--- src/rtl/mem_ctrl_responder_pkg.sv ---
`default_nettype none
// ============================================================================
// mem_ctrl_responder_pkg : shared types for the cache-to-RAM responder. Rev 1.0
// ============================================================================
package mem_ctrl_responder_pkg;

  typedef enum logic [1:0] {
    FREE   = 2'd0,
    BUSY   = 2'd1,
    ACCESS = 2'd2,
    ERROR  = 2'd3
  } ramstate_t;

  typedef logic [2:0] MemCtl_t;
  localparam MemCtl_t MC_IDLE   = 3'd0;
  localparam MemCtl_t MC_IFETCH = 3'd1;
  localparam MemCtl_t MC_DREAD  = 3'd2;
  localparam MemCtl_t MC_DWRITE = 3'd3;
  localparam MemCtl_t MC_RESP   = 3'd4;

  typedef enum logic {
    GNT_I = 1'b0,
    GNT_D = 1'b1
  } Grant_t;

endpackage
`default_nettype wire

--- src/rtl/mem_ctrl_arbiter.sv ---
`default_nettype none
// ============================================================================
// mem_ctrl_arbiter : icache/dcache priority select with anti-starvation count. Rev 1.0
// ============================================================================
module mem_ctrl_arbiter
  import mem_ctrl_responder_pkg::*;
#(
  parameter int STARVE_MAX = 4
) (
  input  logic    CLK,
  input  logic    nRST,
  input  logic    arb_en,
  input  logic    iREN,
  input  logic    dREN,
  input  logic    dWEN,
  output Grant_t  grant,
  output MemCtl_t next_state
);

  localparam int SW = $clog2(STARVE_MAX + 1);

  logic [SW-1:0] starve_cnt;
  logic          starve_hit;

  assign starve_hit = iREN && (starve_cnt == SW'(STARVE_MAX));

  // A write beats a read when both dcache strobes are up.
  always_comb begin
    grant      = GNT_D;
    next_state = MC_IDLE;
    if (starve_hit) begin
      grant      = GNT_I;
      next_state = MC_IFETCH;
    end else if (dWEN) begin
      next_state = MC_DWRITE;
    end else if (dREN) begin
      next_state = MC_DREAD;
    end else if (iREN) begin
      grant      = GNT_I;
      next_state = MC_IFETCH;
    end
  end

  always_ff @(posedge CLK or negedge nRST) begin
    if (!nRST) begin
      starve_cnt <= '0;
    end else if (arb_en) begin
      if (!iREN || grant == GNT_I) begin
        starve_cnt <= '0;
      end else if (next_state != MC_IDLE && starve_cnt != SW'(STARVE_MAX)) begin
        starve_cnt <= starve_cnt + SW'(1);
      end
    end
  end

endmodule
`default_nettype wire

--- src/rtl/mem_ctrl_responder.sv ---
`default_nettype none
// ============================================================================
// mem_ctrl_responder : sequences one cache word access at a time onto RAM. Rev 1.0
// ============================================================================
module mem_ctrl_responder
  import mem_ctrl_responder_pkg::*;
#(
  parameter int          TIMEOUT_CYC = 64,
  parameter int          STARVE_MAX  = 4,
  parameter logic [31:0] ERR_WORD    = 32'hBAD1BAD1
) (
  input  logic        CLK,
  input  logic        nRST,
  input  logic        iREN,
  input  logic [31:0] iaddr,
  output logic        iwait,
  output logic [31:0] iload,
  input  logic        dREN,
  input  logic        dWEN,
  input  logic [31:0] daddr,
  input  logic [31:0] dstore,
  output logic        dwait,
  output logic [31:0] dload,
  output logic        ramREN,
  output logic        ramWEN,
  output logic [31:0] ramaddr,
  output logic [31:0] ramstore,
  input  logic [31:0] ramload,
  input  logic [1:0]  ramstate,
  output logic        merr
);

  localparam int TW = $clog2(TIMEOUT_CYC) + 1;

  MemCtl_t       state;
  MemCtl_t       next_state;
  Grant_t        grant;
  logic [TW-1:0] tmo_cnt;
  logic          ram_done;
  logic          ram_fail;
  logic [31:0]   rd_word;

  mem_ctrl_arbiter #(
    .STARVE_MAX (STARVE_MAX)
  ) u_arbiter (
    .CLK        (CLK),
    .nRST       (nRST),
    .arb_en     (state == MC_IDLE),
    .iREN       (iREN),
    .dREN       (dREN),
    .dWEN       (dWEN),
    .grant      (grant),
    .next_state (next_state)
  );

  // ACCESS wins over a timeout that expires in the same cycle.
  assign ram_done = (ramstate_t'(ramstate) == ACCESS);
  assign ram_fail = (ramstate_t'(ramstate) == ERROR) || (tmo_cnt == TW'(TIMEOUT_CYC - 1));
  assign rd_word  = ram_done ? ramload : ERR_WORD;

  always_ff @(posedge CLK or negedge nRST) begin
    if (!nRST) begin
      state    <= MC_IDLE;
      tmo_cnt  <= '0;
      iwait    <= 1'b1;
      dwait    <= 1'b1;
      iload    <= '0;
      dload    <= '0;
      ramREN   <= 1'b0;
      ramWEN   <= 1'b0;
      ramaddr  <= '0;
      ramstore <= '0;
      merr     <= 1'b0;
    end else begin
      case (state)
        MC_IDLE: begin
          if (next_state != MC_IDLE) begin
            state   <= next_state;
            tmo_cnt <= '0;
            ramaddr <= (grant == GNT_I) ? iaddr : daddr;
            ramREN  <= (next_state != MC_DWRITE);
            ramWEN  <= (next_state == MC_DWRITE);
            if (next_state == MC_DWRITE) begin
              ramstore <= dstore;
            end
          end
        end
        MC_IFETCH, MC_DREAD, MC_DWRITE: begin
          if (ram_done || ram_fail) begin
            state  <= MC_RESP;
            ramREN <= 1'b0;
            ramWEN <= 1'b0;
            merr   <= !ram_done;
            if (state == MC_IFETCH) begin
              iwait <= 1'b0;
              iload <= rd_word;
            end else begin
              dwait <= 1'b0;
              dload <= (state == MC_DWRITE) ? 32'd0 : rd_word;
            end
          end else begin
            tmo_cnt <= tmo_cnt + TW'(1);
          end
        end
        MC_RESP: begin
          iwait <= 1'b1;
          dwait <= 1'b1;
          merr  <= 1'b0;
          state <= MC_IDLE;
        end
        default: state <= MC_IDLE;
      endcase
    end
  end

endmodule
`default_nettype wire

--- config.mk ---
export PLATFORM = sky130hd
export DESIGN_NAME = mem_ctrl_responder
export DESIGN_NICKNAME = d
export VERILOG_FILES = /design/src/rtl/mem_ctrl_responder_pkg.sv /design/src/rtl/mem_ctrl_arbiter.sv /design/src/rtl/mem_ctrl_responder.sv
export SDC_FILE = /design/constraint.sdc
export NUM_CORES = 1
export LEC_CHECK = 0
export CORE_MARGIN = 10
export CORE_UTILIZATION = 40
export DETAILED_ROUTE_END_ITERATION = 7
export GPL_ROUTABILITY_DRIVEN = 0
export GPL_TIMING_DRIVEN = 0
export PLACE_DENSITY = 0.89
export SYNTH_ARGS = -nofsm -noshare
export SYNTH_HDL_FRONTEND = slang
export SYNTH_SLANG_ARGS = --single-unit
--- constraint.sdc ---
create_clock -name CLK -period 2.45 [get_ports CLK]
set_input_delay 0.6125 -clock CLK [delete_from_list [all_inputs] [get_ports CLK]]
set_output_delay 0.6125 -clock CLK [all_outputs]
set_load 0.05 [all_outputs]
==> results.toml <==
[global_route]
grt_pass1_wl_um = 29600
track_usage_pct = 18.4
antenna_found_initial = 0
grt_max_degree = 96
grt_pass1_vias = 5468
grt_overflow = 0

[routing]
wire_per_inst_um = 18.9
wl_um = 19200
route.detailed.drc = 0
drtAntennaViolNets = 0
vias = 5192
drt-initial-drc-count = 201
first_pass_iters = 4
routed_via_density = 5.10

[timing]
worst_hold_slack_ns = 0.140
setup_viol = 0
tightest_slew_ns = 0.559
skew_ns = 0.00842
fin_crit_sh_pct = 97.1
max_freq_mhz = 421
hold_viol = 0
fin_crit_ns = 2.38
slew_viol_final = 0
relSlewSlack_pct = 62.6
rsz0062_at_grt = "no"

[clocking]
cts_buffer_depth = 2
cts_sinks = 146
clock-root-buffer = "clkbuf_16"
clk_pin_slew_worst_paths_ns = 0.06
hold_buffers = 0
cts_setup_buffers = 0
numCtsBuffers = 17
htreeDepth = 4
post_cts_resized = 0
cts_tree = "built"
clk_latency_ns = 0.42

[die]
die_h_um = 144
dieArea_sq_um = 20600
placementRows = 45
chipWidth_um = 144
initial_utilization_pct = 40.6
io_pins = 268
coreArea_sq_um = 15100

[final_layout]
synthToLayoutAreaGrowth_pct = 58.0
drive_gt1_share_pct = 10.8
n_antenna_cell = 0
nFillCells = 1202
layout_common_cells = "clkdlybuf4s50_1 (265), dfrtp_1 (144), nand2_1 (62)"
final_nets = 955
layout_commonest_cell = "clkdlybuf4s50_1"

[yosys]
ys_ff_latch = 146
muxShareOfSynthArea_pct = 13.9
syn_area_per_cell_sq_um = 11.5
synth_compound_area_share_pct = 13.8
synth.distinct_cells = 37
netlist_instances = 530
yosysSeqAreaShare_pct = 59.7
syn_nets = 668
synth-simple-area-share_pct = 8.10
synth_area_sq_um = 6120
yosysWarnings = 0
synth_top_family_by_area = "multiplexers"
synthXorXnorAreaFrac_pct = 0
synth_adder_area_share_pct = 0.613

[worst_setup_path]
path_class = "flop to output port"
worst_setup_path_start_kind = "flop"
cp_num_buf_inv = 1
setup.worst_path.end_class = "output port"
r2r-end = "merr"
timing.critical_path.arrival_ns = 1.77
slowest_delay_ns = 0.83
crit_family = "buffers and inverters"
path_cells = "clkdlybuf4s50_1"
critPathRequiredTime_ns = 1.84
r2r_cells = 6
regToRegSetupSlack_ns = 0.44
slowest_stage = "clkdlybuf4s50_1"
r2r-start = "tmo_cnt[0]"
path_max_fanout = 2

[outcome]
outcome = "complete, no violations"

[power_and_ir_drop]
ir_drop_v = 0.000793
p_leak_uw = 0.00431
power_density_nw_per_um2 = 1480
p_total_uw = 14300

[placement]
hpwl_um = 15000
port_buffers = 267

[job]
cap_violations = 0

[worst_hold_path]
worstHoldPathType = "input port to async pin"
cells in the mapped netlist:
cell,count,share of area (%)
nand3_1,5,0.41
nand3_2,1,0.16
nor2b_1,1,0.10
dfrtp_1,144,59
a21oi_1,25,2.0
nand2_2,1,0.10
nand2_1,62,3.8
and3b_1,1,0.14
nand4_1,1,0.10
nor3b_1,1,0.12
buf_2,18,1.5
a22o_1,12,1.7
a41oi_1,1,0.14
ha_1,3,0.61
o31ai_1,9,1.1
o2bb2ai_1,14,2.0
a21o_1,2,0.25
o21a_1,1,0.12
nor3_4,2,0.53
mux2i_1,49,8.0
a211oi_1,1,0.12
a31oi_1,18,1.8
and3_1,3,0.31
or3_1,3,0.31
dfstp_2,2,0.86
buf_6,1,0.18
mux2_2,32,5.9
o22ai_1,3,0.31
nor2_1,22,1.3
clkbuf_1,17,1.0
nor3_1,3,0.25
inv_1,17,1.0
inv_2,1,0.061
o21ai_0,48,3.9
nand2b_1,4,0.41
o21bai_1,1,0.12
a211o_1,1,0.14
layer usage:
metal  share of wire (%)  vias to the layer above  global-route usage, %  routed length, um
li1                    -                     2457                      -                  -
met1                  38                     2511                   20.6               7340
met2                  50                      205                   30.5               9590
met3                  11                       19                   8.45               2050
met4                 1.2                        0                   5.70                223
met5                   0                        -                      0                  0
metrics by stage:
step | cells | worst slack (ns) | utilization (%) | area [sq um] | TNS, ns
after floorplan | 530 | 0.729 | - | 6120 | 0
after global placement | 985 | -5.07 | 59.8 | 9030 | -736.66
after detailed placement | 986 | -0.139 | 60.0 | 9060 | -1.04
after CTS | 1018 | 0.0101 | 64.1 | 9670 | 0
after global routing | 1018 | 0.0326 | 64.1 | 9670 | 0
final | 1018 | 0.0721 | 64.1 | 9670 | 0
final cells by class:
type                            count  area [sq um]  share of cell area [%]
Sequential cell                   146          3660                    37.8
Timing Repair Buffer              268          2700                    28.0
Multi-Input combinational cell    330          2230                    23.1
Clock buffer                       21           460                    4.76
Tap cell                          188           235                    2.43
Buffer                             36           165                    1.71
Clock inverter                     11           151                    1.57
Inverter                           18          67.6                   0.699
worst max-delay path by stage:
stage	startpoint	endpoint	slack, ns	cells after the start
after detailed placement	iREN	tmo_cnt[6]	-0.14	7
final	dwait	dwait	0.07	1
after global routing	dwait	dwait	0.03	1
after CTS	iwait	iwait	0.01	1
after global placement	nRST	ramaddr[0]	-5.07	1
after floorplan	tmo_cnt[0]	tmo_cnt[3]	0.73	5
report_power, final:
group          switching (uW)  internal [uW]
sequential                542           3410
combinational            5050           2600
clock                    1030           1660
total                    6620           7670
logic make-up (layout without fill, tap and decap cells):
family,Yosys count,after routing
compound gates,136,136
flops,146,146
fa+ha+maj,3,3
buf+inv,54,354
simple gates,110,110
mux,81,81
registers in the layout, summed over array words and instances, names as in the netlist:
signal,cells
dload,32
iload,32
ramaddr,32
ramstore,32
tmo_cnt,7
state,3
u_arbiter.starve_cnt,3
dwait,1
iwait,1
merr,1
ramREN,1
ramWEN,1
Note: power is estimated with default switching activity, not from simulation.
==> RTL change, RTL diff (config.mk and constraints unchanged) <==
Change the parameter `TIMEOUT_CYC` from 64 to 256.
--- a/src/rtl/mem_ctrl_responder.sv
+++ b/src/rtl/mem_ctrl_responder.sv
@@ -5,7 +5,7 @@
 module mem_ctrl_responder
   import mem_ctrl_responder_pkg::*;
 #(
-  parameter int          TIMEOUT_CYC = 64,
+  parameter int          TIMEOUT_CYC = 256,
   parameter int          STARVE_MAX  = 4,
   parameter logic [31:0] ERR_WORD    = 32'hBAD1BAD1
 ) (
Function: no difference found for any inputs over 4 cycles, from zero or initial values and one cycle with nRST low; that may be too few to reach the edited logic, so the function may still have changed.
==> RTL change against the original RTL <==
Final area up 3.7%. Synthesized area rose by 4.8%. Routed wire length grew 18%. Setup slack lost 0.026 ns. Utilization shrank 0.72 points. Combinational power is 11% higher. Sequential share of layout area fell by 0.85 points. Cell count increased by 8.0%. Sequential cell count is 2 higher. Total power rose by 7.2%.
==> RTL change: results (changes against the original RTL) <==
| Metric | Value |
|---|---|
| Post-Place Cells | `1,068 (was 986)` |
| Maximum vdd drop | `0.896 mV (was 0.793 mV)` |
| CP Max Fanout | `3 (was 2)` |
| Met2 wire len | `10,900 µm (was 9590 µm)` |
| Leakage power | `3.96 nW (was 4.31 nW)` |
| Post-synth top cells | `146 x dfrtp_1, 119 x o21ai_0, 37 x a21oi_1, 37 x clkbuf_1, 37 x nand3_1 (was 144 x dfrtp_1, 62 x nand2_1, 49 x mux2i_1)` |
| Vias in the first global route | `6,392 (was 5,468)` |
| Fraction of layout instances using a drive strength above 1 | `8.38% (was 10.8%)` |
| Synth cell types | `53 (was 37)` |
| Comb. pwr | `0.00847 W (was 0.00765 W)` |
| First-pass GRT wire length | `35,800 µm (was 29,600 µm)` |
| Vias post-DR | `6,112 (was 5,192)` |
| Worst slew margin | `55.3% (was 62.6%)` |
| Largest net degree at the start of global routing | `79 (was 96)` |
| Reg2reg path depth | `8 (was 6)` |
| XOR/XNOR Fraction of Synth Area | `0% (unchanged)` |
| Fmax | `416 MHz (was 421 MHz)` |
| Met2 Use GR | `34.7% (was 30.5%)` |
| Met3 wire length | `2590 µm (was 2050 µm)` |
| Reg2reg end | `tmo_cnt[4] (was merr)` |
| Number of DRC markers in iteration 0 | `282 (was 201)` |
| Top cells by area, synth | `dfrtp_1 57%, o21ai_0 9.3%, mux2_1 4.9% (was dfrtp_1 59%, mux2i_1 8.0%, mux2_2 5.9%)` |
| Sequential power share | `27.0% (was 27.6%)` |
| Flop2flop setup slack | `0.21 ns (was 0.44 ns)` |
| Power Internal | `0.00798 W (was 0.00767 W)` |
| Total wire length | `22,600 µm (was 19,200 µm)` |
| Clk_skew | `0.00968 ns (was 0.00842 ns)` |
| Max Root-Sink Buffers | `2 (unchanged)` |
| Grt met1 use | `23.3% (was 20.6%)` |
| Post-Syn Nets | `723 (was 668)` |
| Post-Place Setup Slack | `-0.118 ns (was -0.139 ns)` |
| Storage cell area | `0.00371 mm² (was 0.00366 mm²)` |
| Post-DP Area | `0.00939 mm² (was 0.00906 mm²)` |
| HPWL Detailed | `17,500 µm (was 15,000 µm)` |
| Mean Syn Cell Area | `11.0 µm² (was 11.5 µm²)` |
| Met1 WL | `8680 µm (was 7340 µm)` |
| DR pass1 iterations | `5 (was 4)` |
| Status | `complete, no violations (unchanged)` |
| Total global-route track usage | `20.7% (was 18.4%)` |
| Critical Path AT | `1.79 ns (was 1.77 ns)` |
| Pwr Total | `0.0153 W (was 0.0143 W)` |
| Met3 global-route usage | `8.87% (was 8.45%)` |
| # fillers | `1,224 (was 1,202)` |
| Post-CTS sizing | `3 (was 0)` |
| Post-CTS setup repair buffer count | `0 (unchanged)` |
## RTL change: cell count changes in the layout (fill, tap and decap cells not counted), sizes merged, moves of 13 or more
cell and delta:
mux2i -49, nand2 -47, o21ai +71, clkbuf +15
a31oi +16, nor2 -13, o32a +18, nand3 +32
## RTL change: worst min-delay path by stage
stage | end | slack, ns | cells past startpoint
finish | iload[12] | 0.20 | 1
detailed placement | ramstore[10] | 0.48 | 1
global route | iload[16] | 0.25 | 1
global placement | tmo_cnt[8] | 0.46 | 1
CTS | iload[11] | 0.22 | 1
floorplan | dload[0] | 0.32 | 0
## RTL change: layout make-up
class	count	share of cell area, %
Sequential cell	148	37.0
Timing Repair Buffer	268	27.0
Multi-Input combinational cell	375	24.7
Clock buffer	18	4.38
Tap cell	216	2.69
Buffer	53	2.32
Clock inverter	13	1.73
Inverter	8	0.299
## RTL change: cell families after synthesis
kind of cell / count (synthesis)
AOI/OAI and AO/OA: 248
adders and majority gates: 4
buffers and inverters: 61
DFF: 148
muxes: 34
and+or+nand+nor: 89
